### src/rtl/bcd_disp_scan.sv
// Multiplexed 4-digit common-anode seven-segment scanner with a pending/shown double buffer.
// Define BCD_DISP_LZB_EN to enable leading-zero blanking of digits 3..1.
module bcd_disp_scan #(
    parameter int CLK_DIV = 50000
) (
    input  logic        clk,
    input  logic        rst_n,
    input  logic [15:0] bcd,
    input  logic        load,
    output logic [3:0]  an,
    output logic [6:0]  seg,
    output logic        frame
);

    localparam int CW = $clog2(CLK_DIV);
    localparam logic [CW-1:0] CNT_MAX = CW'(CLK_DIV - 1);

    logic [CW-1:0] cnt;
    logic [1:0]    idx;
    logic [15:0]   pend;
    logic [15:0]   shown;
    logic          boundary_d;
    logic          tick;
    logic          boundary;
    logic [3:0]    digit;
    logic          blank;

    assign tick     = (cnt == CNT_MAX);
    assign boundary = tick && (idx == 2'd3);
    assign digit    = shown[{idx, 2'b00} +: 4];

    // A digit is blanked only when it and every more significant shown digit are zero.
`ifdef BCD_DISP_LZB_EN
    always_comb begin
        blank = 1'b0;
        case (idx)
            2'd3:    blank = (shown[15:12] == 4'd0);
            2'd2:    blank = (shown[15:8] == 8'd0);
            2'd1:    blank = (shown[15:4] == 12'd0);
            default: blank = 1'b0;
        endcase
    end
`else
    assign blank = 1'b0;
`endif

    function automatic logic [6:0] decode(input logic [3:0] d);
        case (d)
            4'd0:    return 7'b1000000;
            4'd1:    return 7'b1111001;
            4'd2:    return 7'b0100100;
            4'd3:    return 7'b0110000;
            4'd4:    return 7'b0011001;
            4'd5:    return 7'b0010010;
            4'd6:    return 7'b0000010;
            4'd7:    return 7'b1111000;
            4'd8:    return 7'b0000000;
            4'd9:    return 7'b0010000;
            default: return 7'b0111111;
        endcase
    endfunction

    // Frame pulse is delayed one extra cycle so it coincides with digit 0 of the new value.
    always_ff @(posedge clk or negedge rst_n) begin
        if (!rst_n) begin
            cnt        <= '0;
            idx        <= 2'd0;
            pend       <= 16'h0000;
            shown      <= 16'h0000;
            boundary_d <= 1'b0;
            an         <= 4'b1111;
            seg        <= 7'b1111111;
            frame      <= 1'b0;
        end else begin
            cnt <= tick ? '0 : cnt + 1'b1;
            if (load)
                pend <= bcd;
            if (tick)
                idx <= idx + 2'd1;
            if (boundary)
                shown <= pend;
            boundary_d <= boundary;
            frame      <= boundary_d;
            an         <= ~(4'b0001 << idx);
            seg        <= blank ? 7'b1111111 : decode(digit);
        end
    end

endmodule

### config.mk
export PLATFORM = sky130hd
export DESIGN_NAME = bcd_disp_scan
export DESIGN_NICKNAME = d
export VERILOG_FILES = /design/src/rtl/bcd_disp_scan.sv
export SDC_FILE = /design/constraint.sdc
export NUM_CORES = 1
export LEC_CHECK = 0
export CORE_MARGIN = 2
export CORE_UTILIZATION = 43
export CTS_CLUSTER_DIAMETER = 150
export DETAILED_ROUTE_END_ITERATION = 12
export GPL_TIMING_DRIVEN = 0
export HOLD_SLACK_MARGIN = 0.02
export PLACE_DENSITY = 0.67
export SLEW_MARGIN = 40
export SYNTH_ARGS = -nofsm -noshare
export SYNTH_HDL_FRONTEND = slang
export SYNTH_SLANG_ARGS = --single-unit
### constraint.sdc
create_clock -name clk -period 3.3 [get_ports clk]
set_input_delay 0.66 -clock clk [delete_from_list [all_inputs] [get_ports clk]]
set_output_delay 0.66 -clock clk [all_outputs]
set_load 0.05 [all_outputs]
* Yosys cells after proc, flatten, opt, wreduce, memory -nomap -nowiden *
Memories as Yosys holds them, arrays and structs flattened. A register that Yosys moved wholly into a read port is not among the register bits.
Index checks and enable logic that the tools add are counted.

operators by class
  add/subtract/negate cells = 2
  multiply operators = 0
  div/mod/pow operators = 0
  magnitude comparators = 0
  equality and inequality tests = 2
  shift-type cells = 2
  multiplexer cells = 1
  bitwise logic cells = 1
  reductions and logical operators = 2

operators by type and width
  cell                                                               count
  16-bit by 1-bit adder with 16-bit output, second input constant    1
  16-bit equality test, second input constant                        1
  16-bit two-way mux                                                 1
  16-bit by 5-bit variable part select with 4-bit output             1
  4-bit NOT                                                          1
  1-bit by 2-bit << shifter with 4-bit output, first input constant  1
  2-bit by 1-bit adder with 2-bit output, second input constant      1
  2-bit equality test, second input constant                         1
  1-bit logical AND                                                  1
  1-bit zero test                                                    1

word-level totals
  bits in registers = 56
  latch bits = 0
  bits in writable memories = 0
  ROM bits = 112
  bits of input ports = 19
  output and inout port bits = 12
  word-level logic and storage cells = 18
  memories = 1

memories
  memory            depth  width  rd ports  clocked after memory_dff  write ports  line  text
  (name not given)  16     7      1         1                         0            48    case (d)

* Longest topological paths before layout *
  depth after elaboration = 2
  depth in mapped cells = 6
  gate-level depth less buffers = 5

* Least setup slack after synthesis *
No wires, ideal clock.

  path type = reg-to-reg
  start point = reg cnt[7]
  end point = reg shown[10]
  data arrival time = 1.901 ns
  data required time = 3.175 ns
  slack = 1.274 ns
  stages on the path, launching flop included = 6
  buffers on the path = 1
  path through = dfrtp_1 -> or4b_4 -> nor4_4 -> nand2_4 -> buf_6 -> mux2_4

between the ends
  cells in the longest elaborated chain, start to end = 2

ends and longest elaborated chain
  item                    line  text
  start, declared         18    logic [CW-1:0] cnt;
  start signal, assigned  75    cnt <= tick ? '0 : cnt + 1'b1;
  16-bit equality test    28    assign tick = (cnt == CNT_MAX);
  1-bit logical AND       29    assign boundary = tick && (idx == 2'd3);
  end signal, assigned    81    shown <= pend;
  end, declared           21    logic [15:0] shown;

No other way between the ends.
A chain may end at the register's enable or synchronous reset.

* Worst setup path after layout *
  start point = reg seg[5]
  end point = out seg[5]

RTL lines
  item             line  text
  start, declared  11    output logic [6:0] seg,

No word-level cell between the ends.

==> impl_metrics.ini <==
[die]
dieArea_mm2 = 0.00716
die_w_um = 84.6
die_h_um = 84.6
io-pin-count = 31
rows = 29
core-area_mm2 = 0.00631
start_util = 0.443

[cts]
cts_tree = yes
clk_latency_ns = 0.34
cts.path.max_buffers = 2
cts_buffers = 9
clkTransAtPathRegs_ns = 0.07
post_cts_buffers = 0
root_buffer = clkbuf_8
cts_resized = 0
h-tree-depth = 3
holdBufCountCts = 0
clock-sinks = 63

[cells_and_area]
drive_gt1_frac = 0.287
ff_latch_area_mm2 = 0.00159
final_cells = 328
final_common_cell = dfrtp_1
area_growth_syn_to_layout_pct = 22.7
fillers = 549
mostFrequentLayoutCells = dfrtp_1, clkdlybuf4s50_1, mux2_2
multi_input_area_mm2 = 0.00114
layout.nets = 276
n_antenna_cell = 0

[route]
first_pass_iters = 4
drt_iter0_drc = 48
via_per_inst = 5.06
vias = 1660
ant_nets = 0
routedWlPerCell_um = 13.6
drc = 0
drt_wl_total_mm = 4.46

[worst_setup_path]
critPathBufInv = 1
max_stage_delay_ns = 0.79
reg2regPathDepth = 6
required_ns = 2.64
cpMaxStageDelayCell = clkdlybuf4s50_1
cp_data_arrival_time_ns = 1.64
crit_type = flop to output port
path_delay_family = buffers and inverters
worst_setup_path_start_kind = flop
cp_num_cells = 1
cp_cell_sequence = clkdlybuf4s50_1
cp-end-kind = output port
crit_path_max_fanout = 1

[yosys]
synth_seq_cells = 63
ys_warn_count = 0
seq_area_frac_synth = 0.569
syn_area_mm2 = 0.00280
netlist-cell-type-count = 38
synth_area_per_cell_um2 = 13.6
syn-num-nets = 235
synthCells = 205

[timing]
fin_crit_sh = 0.697
rsz0062_at_grt = no
hold_viol = 0
slew_headroom = 0.666
slew_violations = 0
fmax_mhz = 435
period_needed_ns = 2.30
setup_violations = 0
finClkSkew_ns = 0.00712
worst_slew_pin_slew_ns = 0.501

[outcome]
status = complete, no violations

[placement]
place_congestion = 0.741
dp_hpwl_mm = 3.20
dp_cells = 312
port_buffers = 29

[pwr]
irDropWorstVdd_uv = 364
p_leak_nw = 1.56
power_density_mw_per_mm2 = 471
power_mw = 1.61

[grt]
grt_pass1_vias = 1744
grt_pass1_wl_mm = 7.99
globalRouteOverflowTotal = 0
grt_antenna_before_repair = 0
grt_use_total = 0.145
grt_max_degree = 37

[min_path]
hold_path_class = input port to asynchronous set/reset pin

[job]
cap_viol_max_count = 0
## through the flow
step | util | setup WS [ns] | TNS (ns) | instance area [um^2] | hold slack [ns]
5_1_grt | 0.543 | 0.949 | 0 | 3430 | 0.246
3_5_place_dp | 0.507 | 1.07 | 0 | 3200 | 0.336
6_report | 0.543 | 0.999 | 0 | 3430 | 0.234
4_1_cts | 0.543 | 0.976 | 0 | 3430 | 0.233
2_1_floorplan | - | 1.27 | 0 | 2800 | 0.331
3_3_place_gp | 0.504 | -0.430 | -22.21 | 3180 | 0.333
## kinds of logic after synthesis
kind of cell / after synthesis / share of synthesized area
compound gates: 18 / 0.0421
xor+xnor: 12 / 0.0376
fa+ha+maj: 11 / 0.0492
buf+inv: 16 / 0.0246
flops: 63 / 0.569
mux: 36 / 0.175
simple gates: 49 / 0.103
## where the power goes
group          internal, mW  switching [mW]  leakage, nW  total [mW]
registers             0.793          0.0102        0.790       0.803
logic                0.0376          0.0241        0.658      0.0617
clock network         0.465           0.286        0.112       0.750
total                  1.29           0.320         1.56        1.61
## state kept, by name, summed over array words and instances (netlist names)
signal      flops
frame           1
pend           16
boundary_d      1
cnt            16
an              4
idx             2
seg             7
shown          16
## cell usage after synthesis (all sizes together)
library cell,instances,area (um^2)
dfstp,11,289
mux4,4,90.1
and4,2,17.5
mux2,32,398
or4bb,2,22.5
nor3,3,15.0
buf,3,20.0
a211oi,1,7.51
dfrtp,52,1300
o31ai,1,7.51
nor2,11,41.3
nand3,4,20.0
inv,10,37.5
nand4,3,18.8
or3,3,18.8
o31a,1,8.76
a21oi,5,25.0
or4b,1,13.8
o311ai,2,17.5
xnor2,6,52.6
and3,1,6.26
ha,11,138
nor4,2,27.5
clkbuf,3,11.3
a2bb2oi,1,8.76
xor2,6,52.6
nand2,12,52.6
or2,1,6.26
or4,2,15.0
nor2b,2,12.5
a32oi,1,8.76
a31o,1,8.76
o21ai,5,25.0
## area by class of cell
cell class,instances,share of cell area
clock buffer,11,0.0441
multi-input combinational,126,0.331
timing repair buffer,30,0.0897
tap,77,0.0281
clock inverter,5,0.0233
sequential,63,0.464
inverter,10,0.0109
buffer,6,0.00912
## path summary, 6_finish.rpt
path / from / slack (ns) / to
worst min-delay path: rst_n / 0.23 / pend[7]
worst max register to register: cnt[1] / 1.08 / shown[13]
min in group clk: boundary_d / 0.36 / frame
worst min register to register: boundary_d / 0.36 / frame
worst max-delay path: seg[5] / 1.0 / seg[5]
max in group asynchronous: rst_n / 2.50 / seg[0]
## metal layers
layer | routed length, um | share of wire | track usage | vias up
li1 | - | - | - | 809
met2 | 2010 | 0.45 | 0.216 | 34
met3 | 200 | 0.045 | 0.0560 | 10
met5 | 0 | 0 | 0 | -
met1 | 2140 | 0.48 | 0.184 | 807
met4 | 106 | 0.024 | 0.0794 | 0
Power figures use the tool's default switching activity.
